File: src/rtl/ps2_host_tx.sv
// PS/2 host-to-device transmitter: inhibits the bus, drives a start bit, shifts one command
// byte out on device-generated clock edges and checks the device ACK.
module ps2_host_tx #(
    parameter int unsigned INHIBIT_CYCLES = 5000,
    parameter int unsigned SETUP_CYCLES   = 100,
    parameter int unsigned START_TIMEOUT  = 750000,
    parameter int unsigned BIT_TIMEOUT    = 100000
) (
    input  logic       clk,
    input  logic       resetn,
    input  logic [7:0] cmd_data,
    input  logic       cmd_send,
    input  logic       ps2_clk_in,
    input  logic       ps2_dat_in,
    output logic       ps2_clk_oe,
    output logic       ps2_dat_oe,
    output logic       busy,
    output logic       cmd_sent,
    output logic       cmd_error
);
    localparam int unsigned CNT_MAX = (INHIBIT_CYCLES > SETUP_CYCLES) ? INHIBIT_CYCLES
                                                                      : SETUP_CYCLES;
    localparam int unsigned TMO_MAX = (START_TIMEOUT > BIT_TIMEOUT) ? START_TIMEOUT
                                                                    : BIT_TIMEOUT;
    localparam int unsigned CW = $clog2(CNT_MAX + 1);
    localparam int unsigned TW = $clog2(TMO_MAX + 1);

    typedef enum logic [2:0] {
        StIdle,
        StInhibit,
        StReq,
        StShift,
        StWaitIdle,
        StFail
    } state_t;

    state_t        state;
    logic [CW-1:0] cnt;
    logic [TW-1:0] tmo;
    logic [3:0]    edge_cnt;
    logic [9:0]    tx_sr;

    logic clk_s1, clk_s2, clk_prev;
    logic dat_s1, dat_s2;
    logic fe;

    // Synchronizers reset high so a released bus never looks like a falling edge.
    always_ff @(posedge clk or negedge resetn) begin
        if (!resetn) begin
            clk_s1   <= 1'b1;
            clk_s2   <= 1'b1;
            clk_prev <= 1'b1;
            dat_s1   <= 1'b1;
            dat_s2   <= 1'b1;
        end else begin
            clk_s1   <= ps2_clk_in;
            clk_s2   <= clk_s1;
            clk_prev <= clk_s2;
            dat_s1   <= ps2_dat_in;
            dat_s2   <= dat_s1;
        end
    end

    assign fe = clk_prev & ~clk_s2;

    always_ff @(posedge clk or negedge resetn) begin
        if (!resetn) begin
            state      <= StIdle;
            cnt        <= '0;
            tmo        <= '0;
            edge_cnt   <= '0;
            tx_sr      <= '0;
            ps2_clk_oe <= 1'b0;
            ps2_dat_oe <= 1'b0;
            busy       <= 1'b0;
            cmd_sent   <= 1'b0;
            cmd_error  <= 1'b0;
        end else begin
            cmd_sent  <= 1'b0;
            cmd_error <= 1'b0;
            unique case (state)
                // The error cycle is already not busy, so it accepts commands like idle.
                StIdle, StFail: begin
                    ps2_clk_oe <= 1'b0;
                    ps2_dat_oe <= 1'b0;
                    state      <= StIdle;
                    if (cmd_send) begin
                        tx_sr      <= {1'b1, ~^cmd_data, cmd_data};
                        cnt        <= CW'(INHIBIT_CYCLES - 1);
                        ps2_clk_oe <= 1'b1;
                        busy       <= 1'b1;
                        state      <= StInhibit;
                    end
                end
                StInhibit: begin
                    if (cnt == '0) begin
                        cnt        <= CW'(SETUP_CYCLES - 1);
                        ps2_dat_oe <= 1'b1;
                        state      <= StReq;
                    end else begin
                        cnt <= cnt - 1'b1;
                    end
                end
                StReq: begin
                    if (cnt == '0) begin
                        ps2_clk_oe <= 1'b0;
                        edge_cnt   <= '0;
                        tmo        <= TW'(START_TIMEOUT);
                        state      <= StShift;
                    end else begin
                        cnt <= cnt - 1'b1;
                    end
                end
                StShift: begin
                    if (fe) begin
                        edge_cnt <= edge_cnt + 4'd1;
                        tmo      <= TW'(BIT_TIMEOUT);
                        if (edge_cnt == 4'd10) begin
                            if (!dat_s2) begin
                                state <= StWaitIdle;
                            end else begin
                                ps2_dat_oe <= 1'b0;
                                busy       <= 1'b0;
                                cmd_error  <= 1'b1;
                                state      <= StFail;
                            end
                        end else begin
                            ps2_dat_oe <= ~tx_sr[0];
                            tx_sr      <= {1'b0, tx_sr[9:1]};
                        end
                    end else if (tmo <= TW'(1)) begin
                        ps2_dat_oe <= 1'b0;
                        busy       <= 1'b0;
                        cmd_error  <= 1'b1;
                        state      <= StFail;
                    end else begin
                        tmo <= tmo - 1'b1;
                    end
                end
                StWaitIdle: begin
                    ps2_clk_oe <= 1'b0;
                    ps2_dat_oe <= 1'b0;
                    if (clk_s2 && dat_s2) begin
                        busy     <= 1'b0;
                        cmd_sent <= 1'b1;
                        state    <= StIdle;
                    end else if (fe) begin
                        tmo <= TW'(BIT_TIMEOUT);
                    end else if (tmo <= TW'(1)) begin
                        busy      <= 1'b0;
                        cmd_error <= 1'b1;
                        state     <= StFail;
                    end else begin
                        tmo <= tmo - 1'b1;
                    end
                end
                default: begin
                    ps2_clk_oe <= 1'b0;
                    ps2_dat_oe <= 1'b0;
                    busy       <= 1'b0;
                    state      <= StIdle;
                end
            endcase
        end
    end

endmodule
File: config.mk
export PLATFORM = sky130hd
export DESIGN_NAME = ps2_host_tx
export DESIGN_NICKNAME = d
export VERILOG_FILES = /design/src/rtl/ps2_host_tx.sv
export SDC_FILE = /design/constraint.sdc
export NUM_CORES = 1
export LEC_CHECK = 0
export CAP_MARGIN = 20
export CORE_ASPECT_RATIO = 1.75
export CORE_UTILIZATION = 40
export CTS_CLUSTER_DIAMETER = 200
export DETAILED_ROUTE_END_ITERATION = 8
export PLACE_DENSITY = 0.55
export SYNTH_ARGS = -nofsm -noshare
export SYNTH_HDL_FRONTEND = slang
export SYNTH_SLANG_ARGS = --single-unit
File: constraint.sdc
create_clock -name clk -period 3.6 [get_ports clk]
set_input_delay 0.9 -clock clk [delete_from_list [all_inputs] [get_ports clk]]
set_output_delay 0.9 -clock clk [all_outputs]
set_load 0.005 [all_outputs]
==> results of run 1 <==
[placed cells by master, fill, tap and decap left out, types with 4 or more instances in the layout]
cell type	instances
nand2b_1	7
dfstp_2	5
clkinv_2	4
buf_4	7
and2_1	4
a21o_1	8
or4_1	5
nor2b_1	5
nand4_1	4
clkbuf_16	9
inv_1	14
o311ai_0	5
nand3_1	8
o41ai_1	4
clkdlybuf4s50_1	16
nor3_1	13
or3_1	10
a31oi_1	19
dfrtp_1	55
o21ai_0	28
xnor2_1	8
ha_1	5
nor2_1	35
a21oi_1	31
nand2_1	37
[registers in the layout, indices dropped and copies added (netlist names)]
name and cells:
state 3, busy 1, cmd_sent 1, cmd_error 1, tmo 20, dat_s1 1
clk_s1 1, dat_s2 1, clk_s2 1, edge_cnt 4, cnt 13, ps2_clk_oe 1
ps2_dat_oe 1, clk_prev 1, tx_sr 10
[layout make-up]
class	count	share of cell area, %
Sequential cell	60	36.85
Inverter	14	1.284
Tap cell	117	3.578
Clock inverter	5	0.6728
Multi-Input combinational cell	304	46.36
Clock buffer	11	5.933
Timing Repair Buffer	24	5.321
[worst register-to-register path: cells and delay by family, from the launching register on]
| family | cells | cell delay, ps |
|---|---|---|
| and+or+nand+nor | 3 | 1550 |
| AOI/OAI and AO/OA | 2 | 510 |
| DFF | 1 | 440 |
[layer usage]
metal  wire length [µm]  part of all wire, %  up-vias  GRT usage (%)
li1                   -                    -     1501              -
met1               3503                   38     1491          23.50
met2               5092                   56       55          39.92
met3                181                  2.0       24          4.130
met4                346                  3.8        0          13.73
met5                  0                    0        -              0
[stage by stage]
| stage | power [mW] | utilization [%] |
|---|---|---|
| 3_5_place_dp | 0.7696 | 44.36 |
| 6_report | 1.542 | 47.49 |
| 5_1_grt | 1.597 | 47.49 |
| 4_1_cts | 1.562 | 47.49 |
| 2_1_floorplan | 0.7300 | - |
| 3_3_place_gp | 0.7687 | 44.36 |
[power groups by stage]
stage / registers, mW / clock network, mW / logic, mW
after global routing: 0.690 / 0.830 / 0.0758
after global placement: 0.701 / 0 / 0.0677
after CTS: 0.690 / 0.803 / 0.0689
after floorplan: 0.699 / 0 / 0.0306
final: 0.690 / 0.786 / 0.0664
after detailed placement: 0.701 / 0 / 0.0685
[how the worst max path moves through the flow]
stage,from,endpoint,depth (start not counted)
finish,tmo[4],tmo[19],5
detailed placement,cmd_send,tx_sr[8],7
CTS,cnt[0],tmo[1],7
global placement,cmd_send,tx_sr[1],7
floorplan,cnt[0],tmo[1],8
global route,cnt[0],tmo[1],7
[kinds of logic (layout without fill, tap and decap cells)]
logic type / count (synthesis) / count (layout) / share of synthesized area, %
compound gates: 136 / 136 / 25.23
xor+xnor: 10 / 10 / 2.470
fa+ha+maj: 5 / 5 / 1.764
buf+inv: 34 / 54 / 3.987
flops: 60 / 60 / 42.52
mux: 3 / 3 / 0.9174
simple gates: 150 / 150 / 23.11
==> impl_metrics.csv, run 1 <==
group,metric,value,unit
outcome,status,"completed",
synthesis,ys_seq_area_share,42.52,%
pwr,p_leak,1.693,nW
setup_path,worst_r2r_path_depth,5,
setup_path,cp_slowest_cell,"or4_1",
synthesis,synth-seq-cells,60,
global_route,grt_max_degree,34,
layout,fillers,825,
setup_path,crit_path_max_incr_delay,690,ps
worst_hold_path,whs_endpoint,"clk_s2",
floorplan,floorplan.initialDensity,41.16,%
pwr,p_sw,0.3511,mW
clocking,clockBufferDepth,2,
place,place_congestion,0.8022,
global_route,grt_pass1_wl,15720,µm
global_route,grt_pass1_vias,3244,
pwr,p_int,1.191,mW
place,pre_cts_ws,828.9,ps
synthesis,synthCells,398,
clocking,cts_made_buffers,9,
place,dp_cells,519,
global_route,grt_overflow,0,
synthesis,syn-cell-area,0.003546,mm²
drt,via_per_inst,5.740,
clocking,clock_sinks,60,
sta,rsz0062_at_grt,"no",
sta,setup_ws,972.7,ps
pwr,sw_frac_of_total,22.77,%
drt,routed_wl,9124,µm
setup_path,worst_ep_required_time,3820,ps
run,drv_cap,0,
setup_path,timing_worst_setup_path_type,"reg -> reg",
place,io_buffers,17,
sta,fmax,0.3806,GHz
pwr,p_per_area,376.9,mW/mm²
setup_path,critPathCaptureType,"register",
pwr,clkPwrFrac,51.0,%
floorplan,die_x,73.17,µm
worst_hold_path,hold_path_class,"reg -> reg",
synthesis,synth_edf_count,0,
synthesis,synth_area_leaders,"dfrtp_1, a21oi_1, o21ai_0",
layout,seq_area,0.001508,mm²
layout,final_nets,431,
clocking,clk_pin_slew_worst_paths,60,ps
synthesis,syn_nets,416,
floorplan,dieArea,0.009260,mm²
setup_path,crit_fanout,12,
floorplan,die_h,126.6,µm
synthesis,netlist.area_leader.share,38.81,%
layout,areaGrowthSynthToFinish,15.38,%
setup_path,path_buf_inv,0,
sta,maxSlewViolCount,0,
global_route,antenna_found_initial,0,
pwr,seqPwrFrac,44.7,%
layout,multi_input_area,0.001897,mm²
layout,drive_above_1_share,11.96,%
synthesis,yosysMostFrequentCell,"dfrtp_1",
setup_path,cp-start-kind,"register",
global_route,grt_usage,22.40,%
sta,worstMarginPinSlew,669.6,ps
clocking,cts_tree,"yes",
floorplan,design.core.area,0.008615,mm²
clocking,cts_htree_levels,3,
sta,finClkSkew,8.877,ps
sta,finalCritPeriodShare,72.98,%
synthesis,synth_flop_cell,"dfrtp_1",
sta,finalCriticalPeriod,2627,ps
setup_path,cp_top_family,"simple AND/OR/NAND/NOR gates",
synthesis,synthArstFlopShare,100.0,%
pwr,peakVddDrop,0.2961,mV
sta,relSlewSlack,54.89,%
worst_hold_path,hold_depth,0,
layout,final_cells,535,
drt,drcViolationCount,0,
drt,ant_nets,0,
clocking,clk_latency,340,ps
clocking,cts-root-buf,"clkbuf_16",
floorplan,top_level_ports,18,
drt,dr.pass1.iters,5,
drt,num_vias,3071,
setup_path,rr_startpoint,"tmo[4]",
drt,routedWlPerCell,17.05,µm
place,dp_hpwl,6849,µm
place,place_area,0.003821,mm²
synthesis,synthDistinctLibCells,66,
synthesis,synth.avg_cell_area,8.909,µm²
pwr,pwr-share-comb,4.3,%
synthesis,yosys.area.top_type,"dfrtp_1",
setup_path,worstPathCellList,"or4_1 -> nor4_4 -> and2_1 -> a21oi_2 -> a221o_1",
sta,setup_viol,0,
clocking,postCtsSetupBuffers,0,
synthesis,ys_top_cells_by_count,"dfrtp_1, nand2_1, nor2_1",
clocking,holdBufCountCts,0,
sta,fin_tns_setup,0,ps
setup_path,arrival,2850,ps
setup_path,reg2reg_to,"tmo[19]",
floorplan,rows,45,
layout,fin_area,0.004091,mm²
drt,drt_iter0_drc,174,
worst_hold_path,hp-start,"clk_s1",
sta,holdWs,348.7,ps
setup_path,r2r_slack,970,ps
sta,hold_violations,0,
layout,diodes,0,
clocking,post_cts_resized,0,
synthesis,yosysWarningCount,0,
Power figures use the tool's default switching activity.
==> inputs of run 2 (changes only) <==
clock period = 2.7 ns   (was 3.6 ns; I/O delays follow)
==> run 2 against run 1 <==
Net effect:
- clock skew down 3.4 ps
- core utilization up 2.1 points
- design area up 4.4%
- combinational power up 42%
- non-clock buffer count up 20
- wire length up 2.9%
- hold slack better by 5.5 ps
- die area unchanged
- global-route usage up 0.13 points
- power up 36%
- register-to-register slack worse by 710 ps
- clock power up 39%
- critical path type unchanged
- largest power group unchanged
==> impl_metrics.csv, run 2 (synthesized netlist as in run 1, its figures left out) <==
group,metric,value,unit
sta,worstMarginPinSlew,756.4,ps
drt,dr_wl_met2,5420,µm
layout,drive_above_1_share,16.21,%
worst_hold_path,hold_path_class,"reg -> reg",
setup_path,path_buf_inv,0,
setup_path,cp-start-kind,"register",
setup_path,timing_worst_setup_path_type,"reg -> reg",
clocking,cts-root-buf,"clkbuf_16",
pwr,clkPwrFrac,51.8,%
floorplan,top_level_ports,18,
clocking,cts_htree_levels,3,
clocking,holdBufCountCts,0,
drt,routed_wl,9386,µm
global_route,grt_usage,22.52,%
global_route,grt_max_degree,33,
pwr,seqPwrFrac,43.7,%
pwr,p_int,1.624,mW
clocking,clock_sinks,60,
clocking,cts_tree,"yes",
clocking,clockBufferDepth,2,
drt,via_per_inst,5.677,
drt,routedWlPerCell,16.91,µm
clocking,clk_latency,330,ps
clocking,post_cts_resized,0,
floorplan,design.core.area,0.008615,mm²
floorplan,die_x,73.17,µm
place,dp_hpwl,7168,µm
layout,reg.largest.list,"tmo x20, cnt x13, tx_sr x10",
sta,finClkSkew,5.496,ps
global_route,grt_overflow,0,
sta,fmax,0.4108,GHz
setup_path,crit_fanout,12,
global_route,grt_pass1_vias,3226,
sta,relSlewSlack,49.04,%
place,place_congestion,0.8514,
outcome,status,"completed",
setup_path,worstPathCellList,"or3b_1 -> a21oi_1 -> o21ai_0 -> o41ai_1 -> o31ai_1",
sta,rsz0062_at_grt,"no",
layout,diodes,0,
pwr,p_leak,1.795,nW
setup_path,crit_path_max_incr_delay,510,ps
layout,mostFrequentLayoutCells,"dfrtp_1, nand2_1, nor2_1",
setup_path,cp_slowest_cell,"dfrtp_1",
layout,areaGrowthSynthToFinish,20.50,%
layout,fin_util,49.60,%
floorplan,floorplan.initialDensity,41.16,%
pwr,p_per_area,492.3,mW/mm²
pwr,pwr-share-comb,4.5,%
global_route,antenna_found_initial,0,
drt,wirelength_met1,3529,µm
setup_path,critPathCaptureType,"register",
drt,ant_nets,0,
drt,drcViolationCount,0,
floorplan,die_h,126.6,µm
drt,dr.pass1.iters,5,
sta,setup_viol,0,
drt,drt_iter0_drc,195,
clocking,postCtsSetupBuffers,0,
pwr,p_sw,0.4801,mW
sta,finalCriticalPeriod,2434,ps
sta,finalCritPeriodShare,90.15,%
clocking,clk_pin_slew_worst_paths,50,ps
setup_path,cp_top_family,"compound AO/OA/AOI/OAI gates",
layout,fillers,842,
global_route,grt_pass1_wl,15770,µm
layout,final_common_cell,"dfrtp_1",
pwr,peakVddDrop,0.3279,mV
pwr,sw_frac_of_total,22.82,%
drt,wl_met3,175,µm
layout,final_nets,451,
setup_path,worst_ep_required_time,2890,ps
drt,top_layer_used,"met4",
layout,top_register,"tmo",
place,io_buffers,17,
run,drv_cap,0,
drt,num_vias,3151,
floorplan,rows,45,
clocking,cts_made_buffers,9,
sta,fin_tns_setup,0,ps
sta,hold_violations,0,
floorplan,dieArea,0.009260,mm²
sta,maxSlewViolCount,0,
layout,largest_reg_flops,20,
setup_path,arrival,2620,ps
-- run 2: cell types whose count changed in the layout (fill, tap and decap cells not counted) --
cell,before,now
clkinv_2,4,1
buf_12,0,1
clkinv_4,0,1
clkinvlp_4,1,3
buf_4,7,26
clkbuf_8,1,2
clkbuf_1,1,0
-- run 2: power groups by stage --
stage	Clock [mW]	Combinational, mW	Sequential [mW]
after global routing	1.15	0.106	0.921
after CTS	1.12	0.0977	0.920
after global placement	0	0.0963	0.935
after detailed placement	0	0.0976	0.935
after floorplan	0	0.0408	0.933
final	1.09	0.0946	0.920
-- run 2: worst paths after layout --
check	start	to	slack (ps)	cells past startpoint
min reg2reg	dat_s1	dat_s2	350	0
max reg2reg	state[0]	tmo[5]	270	5
max	state[0]	tmo[5]	270	5
max in group asynchronous	resetn	tmo[5]	1710	2
min in group asynchronous	resetn	cmd_sent	380	1
min	dat_s1	dat_s2	350	0
-- run 2: layer usage --
| layer | vias up | track usage, % |
|---|---|---|
| li1 | 1552 | - |
| met1 | 1535 | 22.72 |
| met2 | 45 | 42.48 |
| met3 | 19 | 3.733 |
| met4 | 0 | 11.53 |
| met5 | - | 0 |
-- run 2: worst register-to-register path: stages, from the launching register on --
cell,delay (ps)
dfrtp_1,510
or3b_1,460
a21oi_1,350
o21ai_0,360
o41ai_1,480
o31ai_1,130
-- run 2: final cells by class --
type | count | area (µm²) | share of cell area (%)
clock buffers | 11 | 252.7 | 5.915
repair buffers | 44 | 380.4 | 8.902
clock inverters | 5 | 36.28 | 0.8492
well taps | 117 | 146.4 | 3.426
multi-input cells | 304 | 1897 | 44.39
inverters | 14 | 52.55 | 1.230
flip-flops and latches | 60 | 1508 | 35.29
-- run 2: metrics by stage --
| step | instance area [µm²] | hold slack (ps) | power [mW] | cells | worst slack (ps) |
|---|---|---|---|---|---|
| final | 4273 | 354.3 | 2.104 | 555 | 266.0 |
| after global routing | 4273 | 359.4 | 2.177 | 555 | 130.9 |
| after CTS | 4273 | 356.3 | 2.138 | 555 | 306.5 |
| after detailed placement | 3984 | 349.4 | 1.033 | 539 | 301.6 |
| after global placement | 3984 | 346.2 | 1.031 | 539 | 299.9 |
| after floorplan | 3546 | 345.2 | 0.9734 | 398 | 475.6 |
==> inputs of run 3 (changes only) <==
CELL_PAD_IN_SITES_DETAIL_PLACEMENT = 2   (was not set)
CELL_PAD_IN_SITES_GLOBAL_PLACEMENT = 2   (was not set)
CORE_UTILIZATION = 38   (was 40)
PLACE_DENSITY = 0.78   (was 0.55)
==> run 3 against run 2 <==
Net effect:
- clock power increased by 7%
- global-route usage increased by 5.0 points
- die area increased by 5.1%
- first-iteration DRC count decreased by 12%
- cell count increased by 0.72%
- power increased by 4.3%
- combinational power increased by 6%
- via count increased by 6.3%
- worst setup slack got worse by 92 ps
- critical path depth increased by 3
- maximum frequency decreased by 3.6%
==> impl_metrics.csv, run 3 (synthesized netlist as in run 1, its figures left out) <==
group,metric,value,unit
setup_path,critPathCaptureType,"register",
clocking,cts-root-buf,"clkbuf_16",
pwr,p_per_area,510.0,mW/mm²
setup_path,arrival,2800,ps
layout,fin_util,47.60,%
layout,diodes,0,
sta,relSlewSlack,52.75,%
layout,drive_above_1_share,16.40,%
pwr,clkPwrFrac,53.5,%
sta,setup_viol,0,
sta,fmax,0.3959,GHz
global_route,antenna_found_initial,0,
drt,dr.pass1.iters,4,
run,drv_cap,0,
sta,hold_violations,0,
layout,final_nets,452,
layout,top_register,"tmo",
floorplan,floorplan.initialDensity,39.24,%
floorplan,dieArea,0.009736,mm²
clocking,clockBufferDepth,2,
setup_path,timing_worst_setup_path_type,"reg -> reg",
setup_path,crit_path_max_incr_delay,400,ps
clocking,clk_pin_slew_worst_paths,60,ps
drt,num_vias,3348,
layout,largest_reg_flops,20,
floorplan,die_h,129.8,µm
pwr,p_int,1.689,mW
pwr,peakVddDrop,0.3149,mV
pwr,p_sw,0.5043,mW
setup_path,r2r_slack,170,ps
global_route,grt_pass1_wl,19410,µm
clocking,cts_htree_levels,3,
clocking,cts_tree,"yes",
sta,finalCriticalPeriod,2526,ps
outcome,status,"completed",
sta,maxSlewViolCount,0,
place,io_buffers,17,
global_route,grt_max_degree,25,
clocking,holdBufCountCts,0,
sta,finClkSkew,7.235,ps
floorplan,top_level_ports,18,
sta,finalCritPeriodShare,93.55,%
floorplan,design.core.area,0.009036,mm²
clocking,cts_made_buffers,9,
layout,areaGrowthSynthToFinish,21.31,%
drt,drt_iter0_drc,171,
setup_path,worst_r2r_path_depth,8,
sta,fin_tns_setup,0,ps
sta,rsz0062_at_grt,"no",
layout,final_common_cell,"dfrtp_1",
setup_path,crit_fanout,8,
pwr,pwr-share-comb,4.6,%
drt,routed_wl,12160,µm
setup_path,cp-start-kind,"register",
drt,routedWlPerCell,21.75,µm
drt,drcViolationCount,0,
place,place_congestion,0.8167,
global_route,grt_pass1_vias,3783,
layout,mostFrequentLayoutCells,"dfrtp_1, nand2_1, nor2_1",
clocking,clk_latency,340,ps
drt,via_per_inst,5.989,
sta,worstMarginPinSlew,704.0,ps
setup_path,reg2reg_to,"tmo[14]",
setup_path,worstPathCellList,"inv_1 -> ha_1 -> nor4b_2 -> a41oi_1 -> buf_4 -> or2_2 -> a21oi_2 -> o221a_2",
drt,ant_nets,0,
pwr,seqPwrFrac,41.9,%
clocking,postCtsSetupBuffers,0,
clocking,clock_sinks,60,
setup_path,worst_ep_required_time,2980,ps
pwr,sw_frac_of_total,22.99,%
floorplan,rows,46,
setup_path,cp_slowest_cell,"dfrtp_1",
global_route,grt_usage,27.48,%
clocking,post_cts_resized,0,
place,dp_hpwl,8934,µm
layout,reg.largest.list,"tmo x20, cnt x13, tx_sr x10",
worst_hold_path,hold_path_class,"in -> async",
floorplan,die_x,75.02,µm
global_route,grt_overflow,0,
setup_path,rr_startpoint,"cnt[0]",
pwr,p_leak,1.825,nW
-- run 3: power groups by stage --
stage	Clock [mW]	Sequential (mW)	Combinational, mW
6_report	1.17	0.920	0.100
5_1_grt	1.22	0.921	0.111
4_1_cts	1.19	0.920	0.103
3_5_place_dp	0	0.935	0.101
3_3_place_gp	0	0.935	0.0978
2_1_floorplan	0	0.933	0.0408
-- run 3: final cells by class --
type	instances	area (µm²)
clock buffers	11	242.7
clock inverters	5	52.55
fillers	1018	4735
inverters	14	52.55
multi-input cells	304	1908
flip-flops and latches	60	1508
well taps	120	150.1
repair buffers	45	387.9
-- run 3: worst max path at each step --
stage          startpoint  endpoint  slack (ps)  cells past startpoint
5_1_grt            cnt[0]   tmo[14]          40                      8
2_1_floorplan      cnt[0]    tmo[1]         480                      8
6_report           cnt[0]   tmo[14]         170                      8
4_1_cts            tmo[8]   tmo[19]           4                      5
3_3_place_gp       tmo[8]   tmo[19]         110                      5
3_5_place_dp       tmo[8]   tmo[19]          60                      5
-- run 3: per-stage QoR --
step / std cells / cell area (µm²) / power, mW / worst slack (ps) / hold WS (ps)
after floorplan: 398 / 3546 / 0.9734 / 475.6 / 345.2
after global placement: 543 / 3995 / 1.032 / 111.2 / 348.1
after detailed placement: 543 / 3995 / 1.037 / 57.41 / 350.4
after CTS: 559 / 4290 / 2.209 / 4.081 / 358.5
after global routing: 559 / 4302 / 2.255 / 37.94 / 363.1
final: 559 / 4302 / 2.194 / 174.2 / 351.6
-- run 3: critical path: cells and delay by family, from the launching register on --
family | cells | cell delay, ps
and+or+nand+nor | 2 | 690
adders and majority gates | 1 | 210
DFF | 1 | 400
AOI/OAI and AO/OA | 3 | 840
buffers and inverters | 2 | 330
-- run 3: layer usage --
| metal | vias to the layer above | track usage, % | part of all wire, % |
|---|---|---|---|
| met4 | 0 | 14.10 | 3.6 |
| met3 | 29 | 3.475 | 2.2 |
| li1 | 1550 | - | - |
| met1 | 1723 | 26.65 | 35 |
| met5 | - | 0 | 0 |
| met2 | 46 | 53.84 | 59 |
